[src/rtl/uart_tx_framed.sv]
// UART transmitter. Accepts one word per valid/ready handshake and sends it as
// one frame: start bit, data LSB first, optional parity bit, 1 or 2 stop bits.
// Every serial bit lasts CLKS_PER_BIT clocks. tx_out, tx_busy and tx_done are
// registered. Each one is loaded on the same edge that moves the FSM into its
// new state, so the line always reflects the state the FSM has just entered.
//
// Handshake: a word transfers on a posedge where tx_valid && tx_ready.
// tx_ready is high only in IDLE. The upstream holds tx_valid and tx_data
// until it sees tx_ready. tx_valid is ignored while a frame is in flight.
// The word is copied at the handshake, so later tx_data changes are harmless.
module uart_tx_framed #(
  parameter int CLKS_PER_BIT = 1,
  parameter int DATA_BITS    = 8,
  parameter int PARITY       = 0,
  parameter int STOP_BITS    = 1
) (
  input  logic                 clk,
  input  logic                 rst,
  input  logic [DATA_BITS-1:0] tx_data,
  input  logic                 tx_valid,
  output logic                 tx_ready,
  output logic                 tx_out,
  output logic                 tx_busy,
  output logic                 tx_done
);

  localparam int               DIV_W     = (CLKS_PER_BIT > 1) ? $clog2(CLKS_PER_BIT) : 1;
  localparam logic [DIV_W-1:0] DIV_LAST  = DIV_W'(CLKS_PER_BIT - 1);
  localparam logic [3:0]       DATA_LAST = 4'(DATA_BITS - 1);
  localparam logic [3:0]       STOP_LAST = 4'(STOP_BITS - 1);
  localparam logic             ODD_PAR   = (PARITY == 2);
  localparam logic             HAS_PAR   = (PARITY != 0);

  typedef enum logic [2:0] {
    S_IDLE   = 3'd0,
    S_START  = 3'd1,
    S_DATA   = 3'd2,
    S_PARITY = 3'd3,
    S_STOP   = 3'd4
  } state_e;

  state_e               state_q;
  logic [DIV_W-1:0]     div_q;
  logic [3:0]           bit_q;
  logic [DATA_BITS-1:0] shift_q;
  logic                 parity_q;
  logic                 tx_out_q;
  logic                 tx_busy_q;
  logic                 tx_done_q;

  logic                 div_last_d;
  logic                 parity_d;

  // Terminal count of the per-bit divider, and the parity bit of the word being offered.
  always_comb begin
    div_last_d = (div_q == DIV_LAST);
    parity_d   = (^tx_data) ^ ODD_PAR;
  end

  // Frame sequencer. The divider restarts at 0 on every state change.
  // bit_q counts data bits in DATA and stop bits in STOP.
  always_ff @(posedge clk or posedge rst) begin
    if (rst) begin
      state_q   <= S_IDLE;
      div_q     <= '0;
      bit_q     <= '0;
      shift_q   <= '0;
      parity_q  <= 1'b0;
      tx_out_q  <= 1'b1;
      tx_busy_q <= 1'b0;
      tx_done_q <= 1'b0;
    end else begin
      tx_done_q <= 1'b0;
      case (state_q)
        S_IDLE: begin
          tx_out_q  <= 1'b1;
          tx_busy_q <= 1'b0;
          div_q     <= '0;
          bit_q     <= '0;
          if (tx_valid) begin
            shift_q   <= tx_data;
            parity_q  <= parity_d;
            state_q   <= S_START;
            tx_out_q  <= 1'b0;
            tx_busy_q <= 1'b1;
          end
        end
        S_START: begin
          if (div_last_d) begin
            div_q    <= '0;
            state_q  <= S_DATA;
            tx_out_q <= shift_q[0];
          end else begin
            div_q <= div_q + DIV_W'(1);
          end
        end
        S_DATA: begin
          if (div_last_d) begin
            div_q   <= '0;
            shift_q <= shift_q >> 1;
            if (bit_q == DATA_LAST) begin
              bit_q <= '0;
              if (HAS_PAR) begin
                state_q  <= S_PARITY;
                tx_out_q <= parity_q;
              end else begin
                state_q  <= S_STOP;
                tx_out_q <= 1'b1;
              end
            end else begin
              bit_q    <= bit_q + 4'd1;
              tx_out_q <= shift_q[1];
            end
          end else begin
            div_q <= div_q + DIV_W'(1);
          end
        end
        S_PARITY: begin
          if (div_last_d) begin
            div_q    <= '0;
            state_q  <= S_STOP;
            tx_out_q <= 1'b1;
          end else begin
            div_q <= div_q + DIV_W'(1);
          end
        end
        S_STOP: begin
          tx_out_q <= 1'b1;
          if (div_last_d) begin
            div_q <= '0;
            if (bit_q == STOP_LAST) begin
              bit_q     <= '0;
              state_q   <= S_IDLE;
              tx_busy_q <= 1'b0;
              tx_done_q <= 1'b1;
            end else begin
              bit_q <= bit_q + 4'd1;
            end
          end else begin
            div_q <= div_q + DIV_W'(1);
          end
        end
        default: begin
          state_q   <= S_IDLE;
          div_q     <= '0;
          bit_q     <= '0;
          tx_out_q  <= 1'b1;
          tx_busy_q <= 1'b0;
        end
      endcase
    end
  end

  // Outputs: ready follows the state directly, the rest come from registers.
  always_comb begin
    tx_ready = (state_q == S_IDLE);
    tx_out   = tx_out_q;
    tx_busy  = tx_busy_q;
    tx_done  = tx_done_q;
  end

endmodule
[config.mk]
export PLATFORM = sky130hd
export DESIGN_NAME = uart_tx_framed
export DESIGN_NICKNAME = d
export VERILOG_FILES = /design/src/rtl/uart_tx_framed.sv
export SDC_FILE = /design/constraint.sdc
export NUM_CORES = 1
export LEC_CHECK = 0
export CAP_MARGIN = 20
export CORE_MARGIN = 5
export CORE_UTILIZATION = 51
export DETAILED_ROUTE_END_ITERATION = 10
export HOLD_SLACK_MARGIN = 0.15
export PLACE_DENSITY = 0.87
export SYNTH_ARGS = -nofsm -noshare
export SYNTH_HDL_FRONTEND = slang
export SYNTH_SLANG_ARGS = --single-unit
export TNS_END_PERCENT = 30
[constraint.sdc]
create_clock -name clk -period 1.7 [get_ports clk]
set_input_delay 0.255 -clock clk [delete_from_list [all_inputs] [get_ports clk]]
set_output_delay 0.255 -clock clk [all_outputs]
set_load 0.1 [all_outputs]
* Word-level counts from Yosys, hierarchy flattened *
Index checks and enable logic that the tools add are counted.

word-level totals
  input port bits = 11
  word-level logic and storage cells = 65
  output and inout bits = 4
  register bits = 19

cells by class
  multiplexer cells = 31
  eq/ne operators = 12
  bitwise operators = 2
  add/sub/neg operators = 2
  reduce and logical (&&, ||, !) cells = 11

operators by type and width
  cell                                                  number
  two-way mux 3 bit                                     7
  two-way mux 4 bit                                     4
  two-way mux 8 bit                                     2
  case mux 8 bit (2 select lines)                       1
  case mux 3 bit (5 select lines)                       1
  != test 2 bit (second input constant)                 7
  two-way mux 1 bit                                     13
  case mux 4 bit (3 select lines)                       1
  AND reduction 3 bit                                   4
  AND reduction 7 bit                                   1
  equality test 3 x 2 -> 1 bit (second input constant)  2
  adder 4 x 1 -> 4 bit (second input constant)          1
  equality test 4 x 3 -> 1 bit (second input constant)  1
  logical NOT 4 bit                                     1
  case mux 1 bit (4 select lines)                       1
  OR reduction 4 bit                                    1
  equality test 3 x 1 -> 1 bit (second input constant)  1
  equality test 3 bit (second input constant)           1
  logical NOT 3 bit                                     1
  case mux 1 bit (3 select lines)                       1
  OR reduction 3 bit                                    1
  inverter 1 bit                                        2
  nonzero test 2 bit                                    1
  OR reduction 2 bit                                    1
  adder 1 bit (second input constant)                   1

* Depth between registers and ports, before layout *
  depth after elaboration = 4
  gate-level depth with buffers = 6
  gate-level depth less buffers = 6

* Worst setup path after synthesis *
OpenSTA, ideal clock, no wires.

  kind = reg-to-output
  start point = reg state_q[0]
  end point = out tx_ready
  setup slack = -1142 ps
  required time = 1445 ps
  arrival = 2587 ps
  buffers on the path = 1
  stages on the path, launching flop included = 3
  cell sequence = dfrtp_1 -> buf_2 -> nor3_1

between the ends
  word-level cells in the longest chain between the ends = 1

RTL lines
  element                 line  RTL
  start, declared         42    state_e state_q;
  start signal, assigned  64    state_q <= S_IDLE;
  start signal, assigned  83    state_q <= S_START;
  start signal, assigned  91    state_q <= S_DATA;
  logical NOT 3 bit       156   tx_ready = (state_q == S_IDLE);
  end, declared           21    output logic tx_ready,

Every way passes these cells.

* Worst setup path after layout *
  start point = reg state_q[2]
  end point = reg shift_q[0]

between the ends
  word-level cells in the longest chain between the ends = 3
  elaborated cells between the ends (all ways) = 7
  those cells by class = eq/ne: 3; mux: 1; reduce/logical: 3

RTL lines
  element                                                            line  RTL
  equality test 3 x 2 -> 1 bit or logical NOT 3 bit (tied branches)  74    case (state_q)
  != test 2 bit (no line) or nonzero test 2 bit (tied branches)      -
  AND reduction 3 bit (no line)                                      -
  end signal, assigned                                               81    shift_q <= tx_data;
  end signal, assigned                                               100   shift_q <= shift_q >> 1;
  end, declared                                                      45    logic [DATA_BITS-1:0] shift_q;

Several ways; a longest one is shown, not always the timed one.
A chain may end at the register's enable or synchronous reset.

==> flow_metrics.py <==
metrics = {
    "synth": {
        "ys_ff_latch": 18,
        "syn_area_per_cell_um2": 9.97,
        "yosysSeqAreaShare": 0.492,
        "synth_edf_count": 0,
        "synthCells": 92,
        "syn_nets": 105,
        "syn_area_um2": 917,
        "yosys.cell_types.count": 29,
        "yosysWarnings": 0,
        "ys.flop_type": "dfrtp_1",
        "synth-async-reset-ratio": 1.00,
    },
    "min_path": {
        "hp-class": "input port to async pin",
    },
    "critical_path": {
        "end_kind": "register",
        "cp_cell_sequence": "or4b_4, nand2_2, nor2_1, nor2_1",
        "slowest_delay_ns": 0.70,
        "crit_fanout": 11,
        "critical_path_class": "register to register",
        "cp-start-kind": "register",
        "arrival_ns": 1.83,
        "crit_top_cell": "nor2_1",
        "required_ns": 1.93,
        "critical-path-slowest-cell": "or4b_4",
    },
    "global_route": {
        "grt_use_total": 0.159,
        "grt_max_degree": 19,
        "antenna_found_initial": 0,
        "grt_pass1_wl_mm": 3.18,
        "grt_overflow": 0,
        "grt_pass1_vias": 752,
    },
    "placed_design": {
        "place_hpwl_mm": 1.41,
        "io_buffer_count": 14,
        "gp_congestion": 0.787,
        "postPlaceCellArea_mm2": 0.00114,
    },
    "power_and_ir_drop": {
        "p_sw_w": 0.00117,
        "pwr-share-clk": 0.105,
        "power.density_mw_per_mm2": 2110,
        "peakVddDrop_uv": 1080,
        "power_frac_comb": 0.558,
        "swShare": 0.471,
        "intPower_w": 0.00131,
        "power_leakage_nw": 0.519,
        "seqPwrFrac": 0.337,
    },
    "detailed_routing": {
        "drtIter0Drc": 11,
        "viasPerCell": 5.55,
        "via_count": 749,
        "drt-total-wl_mm": 1.93,
        "route.detailed.drc": 0,
        "post_drt_wl_per_cell_um": 14.3,
        "drt_first_pass_iters": 4,
        "ant_nets": 0,
    },
    "final_layout": {
        "antenna_cells": 0,
        "final_common_cell": "nor2_1",
        "fin_area_mm2": 0.00118,
        "layout_common_cells": "nor2_1, dfrtp_1, clkdlybuf4s50_1, o22ai_2, nand2_1",
        "fillCellCount": 138,
        "drive_gt1_frac": 0.255,
        "area_growth_pct": 28.4,
        "finalNetCount": 124,
    },
    "timing": {
        "relSlewSlack": 0.782,
        "fin_skew_ns": 0.00185,
        "tightest_slew_ns": 0.327,
        "rsz0062_at_grt": "no",
        "finalCriticalPeriod_ns": 1.61,
        "fmax_mhz": 623,
        "setup_viol": 0,
        "timing_max_transition_violations_final": 0,
        "final.period_utilization": 0.944,
        "fin_setup_tns_ns": 0,
        "holdWs_ns": 0.265,
        "hold_viol_final": 0,
    },
    "clock_network": {
        "clk_latency_ns": 0.29,
        "tritoncts": "yes",
        "cts.reportedPaths.clkPinSlew_ns": 0.10,
        "cts-root-buf": "clkbuf_4",
        "cts_inserted_buffers": 3,
        "htreeDepth": 1,
        "postCtsResizedCells": 0,
        "hold_buffers": 0,
        "clock_sinks": 18,
        "cts_setup_buffers": 0,
        "clk_path_buf_depth": 2,
    },
    "floorplan": {
        "coreArea_mm2": 0.00173,
        "die_w_um": 52.4,
        "rows": 15,
        "io_pins": 15,
        "die_area_mm2": 0.00275,
        "start_util": 0.531,
        "dieHeight_um": 52.4,
    },
    "flow_run": {
        "maxCapViolCount": 0,
    },
    "outcome": {
        "status": "completed",
    },
}
## sequential cells by signal (all words and copies together) (netlist names)
signal / count
tx_busy: 1
tx_out: 1
state_q: 3
shift_q: 8
bit_q: 4
tx_done: 1
## synth_stat cells, types with 2 or more instances
cell / n / area share
nor2_1: 19 / 0.078
dfrtp_1: 17 / 0.46
nand2_1: 8 / 0.033
o22ai_2: 8 / 0.11
inv_1: 5 / 0.020
a21oi_1: 4 / 0.022
nand3_1: 3 / 0.016
a31oi_1: 2 / 0.014
buf_2: 2 / 0.011
ha_1: 2 / 0.027
o21ai_1: 2 / 0.011
o22ai_1: 2 / 0.014
or3b_1: 2 / 0.019
## kinds of logic after synthesis
group,after synthesis,synth area share
fa+ha+maj,2,0.0273
buf+inv,10,0.0559
simple gates,41,0.232
flops,18,0.493
compound gates,21,0.192
## per-layer routing
layer	vias to the layer above	part of all wire	track usage
met5	-	0	0
met4	0	0.021	0.0809
met3	4	0.042	0.0285
met2	18	0.53	0.277
met1	370	0.41	0.183
li1	357	-	-
## power groups by stage
stage / combinational, W / sequential [W] / clock, W
floorplan: 0.000868 / 0.000940 / 0
global placement: 0.00132 / 0.000824 / 0
detailed placement: 0.00138 / 0.000839 / 0
CTS: 0.00139 / 0.000834 / 0.000267
global route: 0.00147 / 0.000865 / 0.000285
finish: 0.00138 / 0.000836 / 0.000260
## cell type report
type | count | area [um^2] | area share
Sequential cell | 18 | 452 | 0.384
Timing Repair Buffer | 18 | 210 | 0.179
Clock buffer | 4 | 36.3 | 0.0308
Multi-Input combinational cell | 64 | 425 | 0.361
Inverter | 6 | 22.5 | 0.0191
Tap cell | 25 | 31.3 | 0.0266
## critical path: cells and delay by family, from the launching register on
family,cells,cell delay [ns]
DFF,1,0.51
and+or+nand+nor,4,1.04
## through the flow
stage	instances	power (W)	setup WS [ns]	util
after global routing	135	0.00262	0.0202	0.682
after CTS	135	0.00249	0.0988	0.682
final	135	0.00248	0.0948	0.682
after global placement	131	0.00215	0.00749	0.661
after detailed placement	131	0.00222	-0.0157	0.661
after floorplan	92	0.00181	0.131	-
## path summary, 6_finish.rpt
path / slack (ns) / cells past startpoint / endpoint / startpoint
worst max-delay path: 0.09 / 4 / shift_q[0]$_DFFE_PP0P_ / state_q[2]$_DFFE_PP0P_
worst min register to register: 0.54 / 2 / shift_q[3]$_DFFE_PP0P_ / shift_q[3]$_DFFE_PP0P_
max in group asynchronous: 1.18 / 3 / tx_out$_DFF_PP1_ / rst
worst min-delay path: 0.26 / 3 / shift_q[7]$_DFFE_PP0P_ / rst
min in group clk: 0.48 / 3 / shift_q[7]$_DFFE_PP0P_ / tx_data[7]
worst max register to register: 0.09 / 4 / shift_q[0]$_DFFE_PP0P_ / state_q[2]$_DFFE_PP0P_
No activity file was read; power rests on OpenSTA's default activity.
